## src/rtl/apb_completer_regfile.sv

```systemverilog
// APB4/APB5 completer register file: NUM_REGS x 32-bit registers with byte
// strobes, programmable wait states and PSLVERR on bad address, misalignment
// or reserved protection encodings.
// Optional build macro APB_SECURE_REGION_EN: upper half of the register map
// becomes secure-only (non-secure accesses error out).
module apb_completer_regfile #(
    parameter int unsigned ADDR_W      = 32,
    parameter int unsigned NUM_REGS    = 16,
    parameter int unsigned WAIT_STATES = 0
) (
    input  logic              PCLK,
    input  logic              PRESETn,
    input  logic              PSELx,
    input  logic              PENABLE,
    input  logic [ADDR_W-1:0] PADDR,
    input  logic              PWRITE,
    input  logic [31:0]       PWDATA,
    input  logic [3:0]        PSTRB,
    input  logic [2:0]        PPROT,
    input  logic              PNSE,
    output logic [31:0]       PRDATA,
    output logic              PREADY,
    output logic              PSLVERR
);

    localparam int unsigned DATA_W = 32;
    localparam int unsigned STRB_W = DATA_W / 8;
    localparam int unsigned IDX_W  = (NUM_REGS > 1) ? $clog2(NUM_REGS) : 1;
    localparam int unsigned WORD_W = ADDR_W - 2;
    localparam int unsigned CNT_W  = 4;

    typedef enum logic {
        IDLE,
        ACCESS
    } state_e;

    state_e             state_q;
    state_e             state_d;
    logic [CNT_W-1:0]   cnt_q;
    logic [CNT_W-1:0]   cnt_d;

    // Setup-phase values captured for the whole access phase
    logic [IDX_W-1:0]   idx_q;
    logic               wr_q;
    logic [DATA_W-1:0]  wdata_q;
    logic [STRB_W-1:0]  strb_q;
    logic               err_q;

    logic [DATA_W-1:0]  regs_q [NUM_REGS];

    logic               setup_c;
    logic               complete_c;
    logic               wr_en_c;
    logic               ready_c;
    logic [WORD_W-1:0]  word_c;
    logic               misalign_c;
    logic               range_err_c;
    logic               prot_err_c;
    logic               sec_err_c;
    logic               err_c;
    logic               unused_prot_c;

    // Privileged and instruction attributes do not gate any access
    assign unused_prot_c = ^{PPROT[2], PPROT[0]};

    // Error classification of the address/protection presented in setup
    always_comb begin
        word_c      = PADDR[ADDR_W-1:2];
        misalign_c  = |PADDR[1:0];
        range_err_c = (word_c >= WORD_W'(NUM_REGS));
        prot_err_c  = PNSE & ~PPROT[1];
`ifdef APB_SECURE_REGION_EN
        // Top index bit set means the upper (secure-only) half of the map
        sec_err_c   = PADDR[IDX_W+1] & PPROT[1];
`else
        sec_err_c   = 1'b0;
`endif
        err_c       = misalign_c | range_err_c | prot_err_c | sec_err_c;
    end

    assign setup_c    = (state_q == IDLE) & PSELx & ~PENABLE;
    assign complete_c = (state_q == ACCESS) & PSELx & PENABLE & ready_c;
    assign wr_en_c    = complete_c & wr_q & ~err_q;

    // FSM state and wait counter
    always_ff @(posedge PCLK or negedge PRESETn) begin
        if (!PRESETn) begin
            state_q <= IDLE;
            cnt_q   <= '0;
        end else begin
            state_q <= state_d;
            cnt_q   <= cnt_d;
        end
    end

    // Next-state, wait countdown and completer response
    always_comb begin
        state_d = state_q;
        cnt_d   = cnt_q;
        ready_c = 1'b0;
        PREADY  = 1'b0;
        PSLVERR = 1'b0;
        PRDATA  = '0;
        case (state_q)
            IDLE: begin
                if (setup_c) begin
                    state_d = ACCESS;
                    cnt_d   = CNT_W'(WAIT_STATES);
                end
            end
            ACCESS: begin
                ready_c = (cnt_q == '0);
                PREADY  = ready_c;
                PSLVERR = ready_c & err_q;
                if (ready_c && !wr_q && !err_q) begin
                    PRDATA = regs_q[idx_q];
                end
                if (!PSELx) begin
                    // Requester abandoned the transfer: drop it silently
                    state_d = IDLE;
                    cnt_d   = '0;
                end else if (cnt_q != '0) begin
                    // Countdown runs whether or not PENABLE is high
                    cnt_d = cnt_q - CNT_W'(1);
                end else if (PENABLE) begin
                    state_d = IDLE;
                end
            end
            default: begin
                state_d = IDLE;
                cnt_d   = '0;
            end
        endcase
    end

    // Capture transfer attributes in the setup phase
    always_ff @(posedge PCLK or negedge PRESETn) begin
        if (!PRESETn) begin
            idx_q   <= '0;
            wr_q    <= 1'b0;
            wdata_q <= '0;
            strb_q  <= '0;
            err_q   <= 1'b0;
        end else if (setup_c) begin
            idx_q   <= PADDR[IDX_W+1:2];
            wr_q    <= PWRITE;
            wdata_q <= PWDATA;
            strb_q  <= PSTRB;
            err_q   <= err_c;
        end
    end

    // Register array: byte-strobed update on an error-free write completion
    always_ff @(posedge PCLK or negedge PRESETn) begin
        if (!PRESETn) begin
            for (int i = 0; i < int'(NUM_REGS); i++) begin
                regs_q[i] <= '0;
            end
        end else if (wr_en_c) begin
            for (int b = 0; b < int'(STRB_W); b++) begin
                if (strb_q[b]) begin
                    regs_q[idx_q][8*b +: 8] <= wdata_q[8*b +: 8];
                end
            end
        end
    end

endmodule

```

## config.mk

```make
export PLATFORM = sky130hd
export DESIGN_NAME = apb_completer_regfile
export DESIGN_NICKNAME = d
export VERILOG_FILES = /design/src/rtl/apb_completer_regfile.sv
export SDC_FILE = /design/constraint.sdc
export NUM_CORES = 1
export LEC_CHECK = 0
export ABC_AREA = 1
export ABC_CLOCK_PERIOD_IN_PS = 2600
export CAP_MARGIN = 20
export CORE_ASPECT_RATIO = 0.9
export CORE_MARGIN = 3
export CORE_UTILIZATION = 30
export DETAILED_ROUTE_END_ITERATION = 16
export GPL_ROUTABILITY_DRIVEN = 1
export GPL_TIMING_DRIVEN = 0
export PLACE_DENSITY_LB_ADDON = 0.2
export SYNTH_ARGS = -nofsm -noshare
export SYNTH_HDL_FRONTEND = slang
export SYNTH_SLANG_ARGS = --single-unit
```

## constraint.sdc

```tcl
create_clock -name PCLK -period 2.6 [get_ports PCLK]
set_clock_uncertainty 0.15 [all_clocks]
set_input_delay 0.52 -clock PCLK [delete_from_list [all_inputs] [get_ports PCLK]]
set_output_delay 0.52 -clock PCLK [all_outputs]
set_load 0.005 [all_outputs]
```

==> impl_metrics.ini, run 1 <==
[power_and_ir_drop]
p_sw_mw = 8.17
p_leak_nw = 19.7
ir_drop_v = 0.000614
seqPwrFrac_pct = 37.5
intPower_mw = 15.7
p_sw_share_pct = 34.2
clockPowerShare_pct = 37.1
combPwrFrac_pct = 25.4
p_per_area_mw_per_mm2 = 675

[place]
dpl_cell_area_mm2 = 0.0309
routabilityCongestion = 0.910
port_buffers = 108
hpwlAfterDp_um = 82900

[yosys]
syn_area_mm2 = 0.0281
ys_async_sr_fraction_pct = 100
synth-main-ff-cell = dfrtp_1
ys_ff_latch = 559
yosysSeqAreaShare_pct = 49.8
syn_avg_cell_area_um2 = 6.90
ys_types = 21
yosysWarningCount = 0
syn-instance-count = 4074
synth_nets = 4152
synth_edf_count = 0

[routing]
viasPerCell = 4.95
routed_wl_um = 111000
drc = 0
wl_per_cell_um = 19.9
vias = 27660
drt-initial-drc-count = 2779
postRouteAntennaNets = 0
dr.pass1.iters = 6

[setup_path]
required_ps = 1930
rrSetupSlack_ps = 30
crit_fanout = 10
r2r-end = regs_q[55]
cp-end-kind = output pin
ff2ff_path_depth = 9
start_kind = flop
r2r-start = idx_q[0]
critical_path_class = reg -> out
worst-endpoint-arrival_ps = 2560

[timing]
rsz0062_at_grt = true
fmax_ghz = 0.309
layout_worst_path_cycle_share_pct = 124
min_period_ps = 3230
final_max_slew_viol_count = 0
whs_ps = -277
hold_violations = 99
max_slew_margin_pct = 35.0
setup_violations = 32
tightest_slew_ps = 974
setup_slack_ps = -631

[grt]
grt_start_max_net_pins = 103
antenna_found_initial = 1
grt_pass1_vias = 26183
overflow = 0
grt_pass1_wl_um = 165000
grt_usage_pct = 22.5

[run_status]
failed_checks = negative hold slack, negative setup slack
status = finished with violations

[floorplan]
rows = 105
start_util_pct = 30.5
dieWidth_um = 329
io-pin-count = 111
die_area_mm2 = 0.0974
core_mm2 = 0.0920
die_h_um = 296

[final_layout]
final_common_cell = nand2_1
layout_common_cells = nand2_1, dfrtp_1, nand3_1
final_util_pct = 38.5
postLayoutCellArea_mm2 = 0.0354
syn_to_final_growth_pct = 26.0
drive_gt1_share_pct = 15.6
fin_nets = 4386
antenna_cells = 0

[job]
cap_violations = 0

[cts]
cts.clk_slew.worst_paths_ps = 60
clockBufferDepth = 3
cts_max_level = 2
clkLatencyLatePin_ps = 650
cts_tree = yes
root_buffer = clkbuf_16
clock-sinks = 559
cts-buffers-inserted = 61

[min_path]
hold_class = in -> async
kinds of logic (layout without fill, tap and decap cells):
family	Yosys count	after routing	synth area share, %
simple gates	3197	3197	45.4
flops	559	559	49.8
buf+inv	305	584	4.57
compound gates	12	12	0.223
fa+ha+maj	1	1	0.0445
layout make-up:
class,instances,area (um^2)
sequential,559,14000
buffer,276,2140
timing repair buffer,175,1860
multi-input combinational,3210,13800
inverter,25,124
clock inverter,11,111
fill,9829,56600
clock buffer,97,1870
tap,1230,1540
power groups by stage:
stage          Combinational (mW)  Clock (mW)  Sequential, mW
2_1_floorplan                2.06           0            9.09
3_3_place_gp                 4.38           0            9.14
3_5_place_dp                 4.42           0            9.11
4_1_cts                      5.61        9.03            8.96
5_1_grt                      6.29        9.38            8.97
6_report                     6.06        8.87            8.96
synthesized netlist by cell type, types with 3 or more instances:
cell	count	area (um^2)
nand2_1	2562	9620
o21ai_0	11	55.1
buf_2	98	490
nand3_1	516	2580
dfrtp_1	559	14000
buf_4	4	30.0
clkbuf_1	141	529
inv_1	19	71.3
nor2_1	87	327
or2_2	3	18.8
nor2_4	5	56.3
nor2_2	14	87.6
nand2_2	3	18.8
buf_1	37	139
nor3_1	4	20.0
inv_2	5	18.8
per-stage QoR:
stage | cells | total power [mW] | setup WS, ps | setup TNS (ps)
floorplan | 4074 | 11.1 | 453 | 0
global placement | 5412 | 13.5 | -26460 | -
detailed placement | 5418 | 13.5 | -1540 | -272760
CTS | 5572 | 23.6 | -686 | -18670
global route | 5583 | 24.6 | -673 | -19400
finish | 5583 | 23.9 | -631 | -17060
flip-flops by register name, indices dropped and copies added (netlist names):
| register | cells |
|---|---|
| strb_q | 4 |
| cnt_q | 4 |
| idx_q | 4 |
| wr_q | 1 |
| err_q | 1 |
| state_q | 1 |
| regs_q | 512 |
| wdata_q | 32 |
how the worst max path moves through the flow:
stage / startpoint / slack [ps] / to
after floorplan: idx_q[0] / 450 / PRDATA[10]
final: idx_q[3] / -630 / PRDATA[22]
after global routing: idx_q[0] / -670 / PRDATA[20]
after CTS: idx_q[0] / -690 / PRDATA[25]
after global placement: PRESETn / -26460 / regs_q[350]
after detailed placement: idx_q[0] / -1540 / PRDATA[12]
what timing repair did:
item,4_1_cts,5_1_grt
endpoints found under the hold margin,99,99
endpoints found under the setup margin,393,375
pin swaps,59,97
gates resized for setup,572,237
gates cloned,5,5
buffers inserted,41,12
critical path: stages (launching register included):
cell,delay (ps)
dfrtp_2,480
nand2_1,240
inv_2,200
buf_4,280
nand2_1,170
nand2_2,140
nor2_4,50
nor2_4,180
buf_2,160
metal layers:
layer	vias up	global-route usage [%]	share of wire (%)
li1	13098	-	-
met1	13460	33.8	48
met2	959	33.0	42
met3	143	4.09	7.7
met4	0	5.93	2.7
met5	-	0	0
Power figures use the tool's default switching activity.
==> inputs of run 2 (changes only) <==
SLEW_MARGIN = 20   (was default)
==> impl_metrics.ini, run 2 (same netlist as run 1, synthesis figures left out) <==
[final_layout]
syn_to_final_growth_pct = 26.7
regMostFlops = regs_q
drive_gt1_share_pct = 15.3
final_common_cell = nand2_1
layout_common_cells = nand2_1, dfrtp_1, nand3_1
antenna_cells = 0
postLayoutCellArea_mm2 = 0.0356
reg.largest.list = regs_q: 512 flops, wdata_q: 32 flops
largest_reg_flops = 512
final_cells = 5571
nFillCells = 9814
fin_nets = 4375
final_util_pct = 38.7

[setup_path]
required_ps = 1930
start_kind = flop
critical_path_class = reg -> out
crit_fanout = 8
worst-endpoint-arrival_ps = 2530
cp-end-kind = output pin

[cts]
cts_max_level = 2
clock-sinks = 559
cts_tree = yes
clockBufferDepth = 3
clkLatencyLatePin_ps = 640
root_buffer = clkbuf_16
cts-buffers-inserted = 61
cts.clk_slew.worst_paths_ps = 60

[floorplan]
rows = 105
start_util_pct = 30.5
core_mm2 = 0.0920
dieWidth_um = 329
die_area_mm2 = 0.0974
die_h_um = 296
io-pin-count = 111

[run_status]
failed_checks = negative setup slack
status = finished with violations

[grt]
grt_pass1_vias = 26026
grt_pass1_wl_um = 164000
antenna_found_initial = 3
overflow = 0
grt_start_max_net_pins = 94
grt_usage_pct = 22.4

[power_and_ir_drop]
ir_drop_v = 0.000647
p_per_area_mw_per_mm2 = 680
finalPower_mw = 24.2
p_leak_nw = 19.7

[routing]
dr.pass1.iters = 5
postRouteAntennaNets = 0
drt-initial-drc-count = 2727
drc = 0
vias = 27549
viasPerCell = 4.95
wl_per_cell_um = 19.9
routed_wl_um = 111000

[job]
cap_violations = 0

[timing]
setup_slack_ps = -602
rsz0062_at_grt = true
finalSetupTns_ps = -16300
layout_worst_path_cycle_share_pct = 123
hold_violations = 0
max_slew_margin_pct = 35.5
final_max_slew_viol_count = 0
setup_violations = 34
fmax_ghz = 0.312
min_period_ps = 3200
tightest_slew_ps = 967

[place]
port_buffers = 108
place_inst = 5418
routabilityCongestion = 0.910
hpwlAfterDp_um = 83000
dpl_cell_area_mm2 = 0.0309

[min_path]
hold_class = in -> async
==> run 2: layout make-up <==
| class | instances | area, um^2 | area share (%) |
|---|---|---|---|
| inverters | 25 | 114 | 0.320 |
| repair inverters | 1 | 11.3 | 0.0316 |
| clock inverters | 9 | 151 | 0.425 |
| multi-input cells | 3210 | 13700 | 38.6 |
| flip-flops and latches | 559 | 14000 | 39.3 |
| well taps | 1230 | 1540 | 4.32 |
| clock buffers | 98 | 1920 | 5.39 |
| plain buffers | 275 | 2310 | 6.50 |
| repair buffers | 164 | 1830 | 5.13 |
==> run 2: where the power goes <==
part	internal (mW)	switching, mW	total [mW]
clock network	5.38	3.78	9.16
registers	8.88	0.0835	8.96
logic	1.81	4.29	6.10
total	16.1	8.15	24.2
==> run 2: metrics by stage <==
stage	setup WS, ps	hold WS (ps)
6_report	-602	223
5_1_grt	-670	239
4_1_cts	-622	205
3_5_place_dp	-1540	294
3_3_place_gp	-26460	303
2_1_floorplan	453	74.4
==> run 2: layer usage <==
metal	up-vias	track usage [%]	part of all wire, %
li1	13086	-	-
met1	13359	33.8	47
met2	970	33.1	42
met3	132	4.07	8.5
met4	2	5.48	2.5
met5	-	0	0.12
==> run 2: what timing repair did <==
item / 4_1_cts / 5_1_grt
pin swaps: 65 / 85
hold endpoints to repair: 36 / 0
gates cloned: 7 / 6
resized for setup: 582 / 255
endpoints found under the setup margin: 410 / 538
hold buffers: 1 / 0
buffers inserted: 27 / 11
==> run 2: worst max-delay path, cell delays in order, from the launching register on <==
cell	delay, ps
dfrtp_1	400
buf_12	180
inv_16	90
buf_16	170
clkbuf_16	170
nand2_1	50
nand2_1	50
nand2_1	40
nand2_1	70
nand2_1	110
nand2_1	110
nor2_1	50
nor2_2	200
buf_2	160
==> run 2: worst paths after layout <==
kind / start / endpoint / slack, ps / cells past startpoint
max in group asynchronous: PRESETn / idx_q[1] / 750 / 4
min in group PCLK: PWDATA[17] / wdata_q[17] / 270 / 3
worst max-delay path: idx_q[0] / PRDATA[11] / -600 / 13
worst min-delay path: PRESETn / regs_q[100] / 220 / 2
worst min register to register: regs_q[36] / regs_q[36] / 320 / 2
worst max register to register: idx_q[0] / regs_q[246] / 10 / 7
